**config.mk**
```make
export PLATFORM = sky130hd
export DESIGN_NAME = var_bit_packer
export DESIGN_NICKNAME = d
export VERILOG_FILES = /design/src/rtl/var_bit_packer.sv
export SDC_FILE = /design/constraint.sdc
export NUM_CORES = 1
export LEC_CHECK = 0
export ABC_AREA = 1
export CAP_MARGIN = 20
export CORE_ASPECT_RATIO = 0.8
export CORE_MARGIN = 8
export CORE_UTILIZATION = 55
export CTS_BUF_LIST = sky130_fd_sc_hd__clkbuf_8
export DETAILED_ROUTE_END_ITERATION = 6
export DONT_BUFFER_PORTS = 1
export GPL_TIMING_DRIVEN = 0
export PLACE_DENSITY = 0.79
export SYNTH_ARGS = -nofsm -noshare
export SYNTH_HDL_FRONTEND = slang
export SYNTH_SLANG_ARGS = --single-unit
```
**constraint.sdc**
```tcl
create_clock -name clk_i -period 2.7 [get_ports clk_i]
set_clock_uncertainty 0.1 [all_clocks]
set_input_delay 0.54 -clock clk_i [delete_from_list [all_inputs] [get_ports clk_i]]
set_output_delay 0.54 -clock clk_i [all_outputs]
set_load 0.01 [all_outputs]
```
**src/rtl/var_bit_packer.sv**
```systemverilog
// Variable-length bit packer: MSB-first fields of 0..IN_W bits are packed into
// OUT_W-bit words; frame end flushes a zero-padded word tagged with last_o.
module var_bit_packer #(
  parameter int IN_W  = 16,
  parameter int OUT_W = 8
) (
  input  logic                         clk_i,
  input  logic                         rst_i,
  input  logic [IN_W-1:0]              data_i,
  input  logic [$clog2(IN_W+1)-1:0]    len_i,
  input  logic                         last_i,
  input  logic                         vld_i,
  output logic                         rdy_o,
  output logic [OUT_W-1:0]             data_o,
  output logic [$clog2(OUT_W+1)-1:0]   nbits_o,
  output logic                         last_o,
  output logic                         vld_o,
  input  logic                         rdy_i,
  output logic                         idle_o
);
  localparam int BUF_W = IN_W + OUT_W;
  localparam int CW    = $clog2(BUF_W + 1);
  localparam int NW    = $clog2(OUT_W + 1);
  localparam logic [CW-1:0] OUT_C = CW'(OUT_W);

  typedef enum logic [1:0] {IDLE, FILL, FLUSH} state_t;

  state_t           st_q, st_d;
  logic [BUF_W-1:0] buf_q, buf_d, buf_pop_s, field_s;
  logic [CW-1:0]    cnt_q, cnt_d, cnt_pop_s;
  logic [IN_W-1:0]  mask_s;
  logic             pop_s, push_s;

  assign vld_o     = ((st_q == FILL) && (cnt_q >= OUT_C)) || (st_q == FLUSH);
  assign pop_s     = vld_o & rdy_i;
  assign buf_pop_s = pop_s ? (buf_q << OUT_W) : buf_q;
  assign cnt_pop_s = pop_s ? ((cnt_q >= OUT_C) ? (cnt_q - OUT_C) : '0) : cnt_q;
  // Accepting only while at most OUT_W bits remain guarantees IN_W bits of room.
  assign rdy_o     = (st_q != FLUSH) && (cnt_pop_s <= OUT_C);
  assign push_s    = vld_i & rdy_o;
  assign mask_s    = ~({IN_W{1'b1}} >> len_i);
  assign field_s   = {data_i & mask_s, {OUT_W{1'b0}}} >> cnt_pop_s;

  assign data_o  = buf_q[BUF_W-1 -: OUT_W];
  assign nbits_o = vld_o ? ((cnt_q >= OUT_C) ? NW'(OUT_W) : cnt_q[NW-1:0]) : '0;
  assign last_o  = (st_q == FLUSH) && (cnt_q <= OUT_C);
  assign idle_o  = (st_q == IDLE) && (cnt_q == '0) && !push_s;

  // Next-state, buffer and occupancy update (pop first, then append the field)
  always_comb begin
    st_d  = st_q;
    buf_d = buf_pop_s;
    cnt_d = cnt_pop_s;
    if (push_s) begin
      buf_d = buf_pop_s | field_s;
      cnt_d = cnt_pop_s + CW'(len_i);
    end else begin
      buf_d = buf_pop_s;
      cnt_d = cnt_pop_s;
    end
    case (st_q)
      IDLE: begin
        if (push_s) st_d = last_i ? FLUSH : FILL;
        else        st_d = IDLE;
      end
      FILL: begin
        if (push_s && last_i)           st_d = FLUSH;
        else if (!push_s && cnt_d == '0) st_d = IDLE;
        else                            st_d = FILL;
      end
      FLUSH: begin
        if (pop_s && (cnt_q <= OUT_C)) begin
          st_d  = IDLE;
          buf_d = '0;
          cnt_d = '0;
        end else begin
          st_d = FLUSH;
        end
      end
      default: begin
        st_d  = IDLE;
        buf_d = '0;
        cnt_d = '0;
      end
    endcase
  end

  // State register with synchronous reset
  always_ff @(posedge clk_i) begin
    if (rst_i) begin
      st_q  <= IDLE;
      buf_q <= '0;
      cnt_q <= '0;
    end else begin
      st_q  <= st_d;
      buf_q <= buf_d;
      cnt_q <= cnt_d;
    end
  end

  var_bit_packer_chk #(.IN_W(IN_W), .OUT_W(OUT_W)) u_chk (
    .clk_i  (clk_i),
    .rst_i  (rst_i),
    .idle_st(st_q == IDLE),
    .buf_q  (buf_q),
    .cnt_q  (cnt_q),
    .vld_i  (vld_i),
    .len_i  (len_i)
  );
endmodule

// Simulation-only invariants of the packer state.
module var_bit_packer_chk #(
  parameter int IN_W  = 16,
  parameter int OUT_W = 8
) (
  input logic                                clk_i,
  input logic                                rst_i,
  input logic                                idle_st,
  input logic [IN_W+OUT_W-1:0]               buf_q,
  input logic [$clog2(IN_W+OUT_W+1)-1:0]     cnt_q,
  input logic                                vld_i,
  input logic [$clog2(IN_W+1)-1:0]           len_i
);
  localparam int BUF_W = IN_W + OUT_W;
  localparam int CW    = $clog2(BUF_W + 1);
  localparam int LW    = $clog2(IN_W + 1);

  // Occupancy bound, zero tail below cnt_q, empty IDLE, legal field length
  always_ff @(posedge clk_i) begin
    if (!rst_i) begin
      assert (cnt_q <= CW'(BUF_W));
      assert ((buf_q & ({BUF_W{1'b1}} >> cnt_q)) == '0);
      assert (!idle_st || (cnt_q == '0));
      assert (!vld_i || (len_i <= LW'(IN_W)));
    end
  end
endmodule

```
==> results of run 1 <==
==> power by group through the flow <==
stage	clock (µW)	sequential [µW]	combinational, µW
floorplan	0	661	1410
global placement	0	678	1730
detailed placement	0	683	1750
CTS	475	673	1760
global route	504	690	2050
finish	470	675	1810
==> metrics by stage <==
stage               setup TNS [ns]  util, %  worst slack [ns]  power (µW)
floorplan                        0        -            0.5594        2069
global placement                 0    58.52            0.3399        2412
detailed placement               0    58.52            0.3377        2432
CTS                              0    60.77           0.05108        2907
global route             -0.009729    61.54         -0.009729        3249
finish                           0    61.54            0.1329        2958
==> cell usage in the layout (no fill, tap or decap), types with 2 or more instances in the layout <==
cell,instances
a21oi_1,20
nand2_2,8
nor2_4,2
nand4_4,2
o21ai_1,3
nand3b_1,3
xor2_1,3
buf_2,6
inv_1,42
inv_2,9
nor4_1,2
nand3_2,2
buf_4,12
o21a_1,2
nand4_1,5
a211oi_1,2
nand2_1,173
buf_6,8
clkbuf_1,4
clkbuf_8,5
ha_1,4
clkinv_2,2
o21ai_0,21
nand3_1,75
nor2_1,51
a21oi_2,2
dfxtp_1,30
==> worst min-delay path by stage <==
stage          startpoint  endpoint  slack, ns  depth (start not counted)
6_report            rst_i   st_q[0]       0.22                          1
5_1_grt             rst_i   st_q[0]       0.19                          1
4_1_cts             rst_i   st_q[0]       0.20                          1
3_5_place_dp     buf_q[0]  buf_q[0]       0.36                          2
3_3_place_gp     buf_q[0]  buf_q[0]       0.35                          2
2_1_floorplan    buf_q[0]  buf_q[0]       0.34                          2
==> logic make-up after synthesis <==
| family | after synthesis | share of synthesized area [%] |
|---|---|---|
| fa+ha+maj | 4 | 1.754 |
| compound gates | 52 | 9.912 |
| xor+xnor | 3 | 0.9212 |
| simple gates | 328 | 51.01 |
| buf+inv | 81 | 14.30 |
| mux | 1 | 0.3509 |
| flops | 31 | 21.75 |
==> cell type report <==
| cell class | count | area [µm²] | share of cell area (%) |
|---|---|---|---|
| inverter | 52 | 196.4 | 6.374 |
| sequential | 31 | 621.8 | 20.18 |
| buffer | 29 | 211.5 | 6.862 |
| tap | 62 | 77.57 | 2.517 |
| clock inverter | 3 | 43.79 | 1.421 |
| multi-input combinational | 388 | 1839 | 59.68 |
| timing repair buffer | 3 | 22.52 | 0.7308 |
| clock buffer | 5 | 68.82 | 2.233 |
==> critical path: stages (launching register included) <==
cell,delay [ns]
dfxtp_1,0.31
buf_6,0.13
nor2_4,0.15
nand4_4,0.19
o21ai_1,0.24
nand2_2,0.12
nand3_2,0.11
nand3_4,0.08
buf_6,0.15
nand4_1,0.09
inv_2,0.06
==> state kept, by name (all words and copies together) (netlist names) <==
register,count
cnt_q,5
buf_q,24
st_q,2
==> per-layer routing <==
layer  track usage, %  vias up  part of all wire [%]
met3            4.562       10                   8.2
met1            30.25     1426                    47
met5                0        -                     0
li1                 -     1613                     -
met2            32.52       95                    44
met4            4.525        0                   1.1
==> repair_timing <==
item	in CTS	in global routing
endpoints found under the setup margin	0	1
hold buffers	0	0
gates resized for setup	0	5
buffers inserted	0	3
==> results by group, run 1 <==
Outcome
  – Outcome: completed

Logic synthesis
  – Cell accounting for the most synthesized area: nand2_1
  – Syn_nets: 530
  – Count leader, synth: nand2_1
  – Post-Syn Area: 2853 µm²
  – Post-synthesis cell count: 500
  – Register area share after synthesis: 21.75%
  – Post-synth EDFFs: 0
  – Yosys top cell area share: between 20% and 30%
  – Flops & latches, synth: 31
  – Fraction of registers with async set/reset: 0%
  – Top FF cell, synth: dfxtp_1
  – Commonest cells post-synth: nand2_1, nand3_1, nor2_1
  – Cell variety after synth: 33
  – Top post-synthesis cells by area: nand2_1, dfxtp_1, nand3_1
  – Synth warn: 0
  – Post-Syn Area per Cell: 5.705 µm²

Detailed routing
  – WL final: 7958 µm
  – # DRC: 0
  – Vias: around 3100
  – Post-DRT Antenna Nets: 0
  – Pre-antenna DRT Iters: 5
  – Via/cell ratio: about 5.5
  – Routed length per placed instance: around 14 µm
  – 1st-iter DRT viols: 283

Worst setup path
  – FF-to-FF End: cnt_q[3]
  – Worst setup endpoint: idle_o
  – Worst Path Required: ~2 ns
  – Worst Setup End Kind: output port
  – Worst Path Max Fanout: 10
  – Critical Path Start: cnt_q[4]
  – Worst Setup Start Kind: flop
  – Setup CP Type: reg2out
  – Reg2Reg Depth: 15
  – WP data arrival: 1.93 ns
  – RR Startpoint: cnt_q[4]
  – R2r setup slk: 0.20 ns

Global route
  – Largest net degree at the start of global routing: 12
  – Gr ovfl total: 0
  – Total Routing Usage GR: 21.47%
  – Global-route wire length before repair: 13260 µm
  – Initial antenna violation count: 0
  – Vias in the first global route: 2807

Power and ir drop
  – PD cells: roughly 960 nW/µm²
  – Sequential share of power: 22.8%
  – VDD IR max: 495.7 µV
  – Combinational group share of total power: around 60%
  – Switching power: around 1400 µW
  – Pleak: about 0.0016 µW
  – Switching part of the total: between 40% and 50%
  – Pint: 1512 µW
  – Clock network power share: 15.9%

Run
  – Max_cap viols: 0

STA
  – Crit path time final: around 2.6 ns
  – Final Hold Fails: 0
  – Hold slack: roughly 0.22 ns
  – Rel. slew slack: roughly two thirds
  – Tcrit/Tclk final: 95.08%
  – Final setup viols: 0
  – Worst slew pin tran: 0.4801 ns
  – Final Slew Violations: 0
  – FMAX: 389.6 MHz

CTS
  – Clock tree from TritonCTS: done
  – CTS Buffer Depth: 2
  – Clock Sinks: 31
  – H-tree depth: 2
  – Clk_lat worst skew: 0.29 ns
  – Total CTS buffers: 5
  – CTS root buf: clkbuf_8
  – Clock Pin Slew Worst Setup and Hold Paths: 0.08 ns

Floorplanning
  – Die W: 96.52 µm
  – Floorplan row count: 23
  – Die ar.: 7762 µm²
  – IO Pins: 42
  – Initial Util: 56.97%
  – Core area: 5007 µm²
  – Die H: approximately 80 µm

Cells and area
  – Ant. Diodes: 0
  – Share of cells above drive strength 1: 12.92%
  – Post-Layout Cell Count: between 500 and 600
  – FILL cells: 516
  – Nets: 540
  – Finished Cell Area: 3082 µm²
  – P&R area growth vs syn: 8.026%

Placement
  – Post-placement cell count: 562
  – Detailed Place HPWL: 6313 µm
  – Area post-placement: 2930 µm²
  – Placer congestion estimate: 0.9173
  – I/O Buffers: 0

Hold path
  – HP Class: in2reg
Note: power is estimated with default switching activity, not from simulation.
==> inputs of run 2 (changes only) <==
Settings changed: CORE_UTILIZATION 55 to 43, PLACE_DENSITY 0.79 to 0.67.
==> run 2 against run 1 <==
Global-route usage is 3.1 points lower. Sequential power hardly changed. Non-clock buffer count is 2 higher. First-iteration DRC count is 30% lower. Setup slack better by 0.073 ns. Via count is 0.80% higher. Cell area is 1.5% higher. Largest power group unchanged. Register-to-register slack better by 0.08 ns. Clock power is 3% higher. Critical path depth is 1 lower. Cell count is 4.2% higher. Maximum frequency is 2.9% higher.
==> results by group, run 2 (same netlist as run 1, synthesis figures left out) <==
CTS
  – CTS root buf: clkbuf_8
  – Clk_lat worst skew: 0.28 ns
  – H-tree depth: 2
  – Clock Pin Slew Worst Setup and Hold Paths: 0.07 ns
  – Cts-stage hold buffer count: 0
  – Clock Sinks: 31
  – Total CTS buffers: 5
  – CTS Buffer Depth: 2
  – Clock tree from TritonCTS: done

Worst setup path
  – Worst Path Required: 2.06 ns
  – WP data arrival: 1.85 ns
  – Critical Path Slowest Stage Cell: dfxtp_1
  – Max stage delay on crit path: 0.31 ns
  – Worst-path cell chain: buf_6 -> nor2_4 -> nand4_4 -> nand2_2 -> buf_6 -> nand2_2 -> nand3_2 -> nand2_1 -> nor2_1
  – Crit path max-delay family: simple AND/OR/NAND/NOR gates
  – Worst Setup End Kind: output port
  – Setup CP Type: reg2out
  – Worst Path Buf+Inv: 2
  – Worst Path Max Fanout: 10
  – Worst Setup Start Kind: flop

STA
  – Final Hold Fails: 0
  – Sum of negative setup slack: 0 ns
  – Tcrit/Tclk final: 92.36%
  – Hold slack: 0.2178 ns
  – FMAX: around 400 MHz
  – Crit path time final: 2.494 ns
  – Rel. slew slack: 61.51%
  – Worst slew pin tran: 0.5774 ns
  – Final setup viols: 0
  – RSZ-0062 raised after global routing: no
  – Final Slew Violations: 0

Placement
  – Placer congestion estimate: ~0.9
  – Post-placement cell count: 584
  – I/O Buffers: 0
  – Detailed Place HPWL: 6708 µm

Floorplanning
  – Die W: 107.1 µm
  – Die H: between 80 and 90 µm
  – Initial Util: 44.51%
  – Core area: about 6400 µm²
  – Die ar.: about 9500 µm²
  – IO Pins: 42
  – Floorplan row count: 26

Global route
  – Largest net degree at the start of global routing: 11
  – Initial antenna violation count: 0
  – Vias in the first global route: 2962
  – Global-route wire length before repair: ~14000 µm
  – Total Routing Usage GR: 18.39%
  – Gr ovfl total: 0

Cells and area
  – Share of cells above drive strength 1: 13.26%
  – Nets: 542
  – Core Util, Final: roughly half
  – Commonest non-fill, non-tap cell in the layout: nand2_1
  – Ant. Diodes: 0
  – Max reg flops: 24
  – Largest reg by FF count: buf_q
  – Largest registers: buf_q (24), cnt_q (5), st_q (2)
  – Post-Layout Cell Count: 597
  – Commonest non-fill, non-tap cells in the layout: nand2_1, nand3_1, nor2_1, inv_1, dfxtp_1
  – P&R area growth vs syn: 9.605%

Power and ir drop
  – VDD IR max: 371.1 µV
  – Switching power: 1453 µW
  – Combinational group share of total power: 61.5%
  – Pint: ~1600 µW
  – PD cells: 962.3 nW/µm²
  – Switching part of the total: about half
  – Sequential share of power: ~22%
  – Total Power: 3009 µW
  – Pleak: 0.001641 µW
  – Clock network power share: 16.2%

Outcome
  – Outcome: completed

Detailed routing
  – Pre-antenna DRT Iters: 5
  – Vias: 3169
  – Routed length per placed instance: 14.04 µm
  – 1st-iter DRT viols: 199
  – WL final: 8380 µm
  – # DRC: 0
  – Post-DRT Antenna Nets: 0
  – Via/cell ratio: 5.308

Run
  – Max_cap viols: 0

Hold path
  – HP Class: in2reg
## run 2: changes by cell type in the layout (fill, tap and decap cells not counted)
cell / change
clkinv_4: -1
o21ai_1: -1
buf_4: +3
nor2_1: +1
nor2_2: -1
clkbuf_8: +1
o21ai_2: +1
buf_6: -1
## run 2: cell type report
class	instances	area (µm²)
Buffer	28	200.2
Clock buffer	6	82.58
Clock inverter	2	35.03
Fill cell	698	3282
Inverter	52	196.4
Multi-Input combinational cell	388	1841
Sequential cell	31	621.8
Tap cell	84	105.1
Timing Repair Buffer	6	45.04
## run 2: repair_timing
action	CTS	global route
setup buffers	0	6
hold endpoints to repair	0	0
endpoints found under the setup margin	0	1
resized for setup	0	5
## run 2: power groups by stage
stage          logic [µW]  clock network [µW]  registers [µW]
2_1_floorplan        1410                   0             661
3_3_place_gp         1760                   0             680
3_5_place_dp         1770                   0             683
4_1_cts              1780                 496             673
5_1_grt              2100                 523             693
6_report             1850                 486             674
## run 2: worst paths after layout
kind	startpoint	to	slack, ns	cells past startpoint
setup / recovery	cnt_q[4]	rdy_o	0.21	9
hold / removal	rst_i	st_q[0]	0.22	1
setup reg to reg	cnt_q[4]	cnt_q[3]	0.28	14
hold reg to reg	buf_q[0]	buf_q[0]	0.38	2
## run 2: worst reg2reg max path, cell delays in order, from the launching register on
cell      delay, ns
dfxtp_1        0.31
buf_6          0.13
nor2_4         0.16
nand4_4        0.21
nand2_2        0.21
inv_2          0.11
buf_2          0.22
ha_1           0.38
inv_1          0.05
o21bai_1       0.13
inv_1          0.06
nand3_1        0.07
nand2_1        0.05
nor2_1         0.07
nor2_1         0.04
## run 2: through the flow
| stage | cell area (µm²) | setup WS [ns] |
|---|---|---|
| global placement | 2958 | 0.3370 |
| floorplan | 2853 | 0.5594 |
| global route | 3127 | 0.1004 |
| finish | 3127 | 0.2063 |
| CTS | 3075 | 0.0003852 |
| detailed placement | 2958 | 0.3223 |
## run 2: per-layer routing
layer  track usage [%]  vias up  part of all wire (%)
li1                  -     1621                     -
met4             3.949        0                   1.3
met2             29.34       95                    44
met3             3.857       11                   5.4
met1             24.77     1442                    49
met5                 0        -                     0
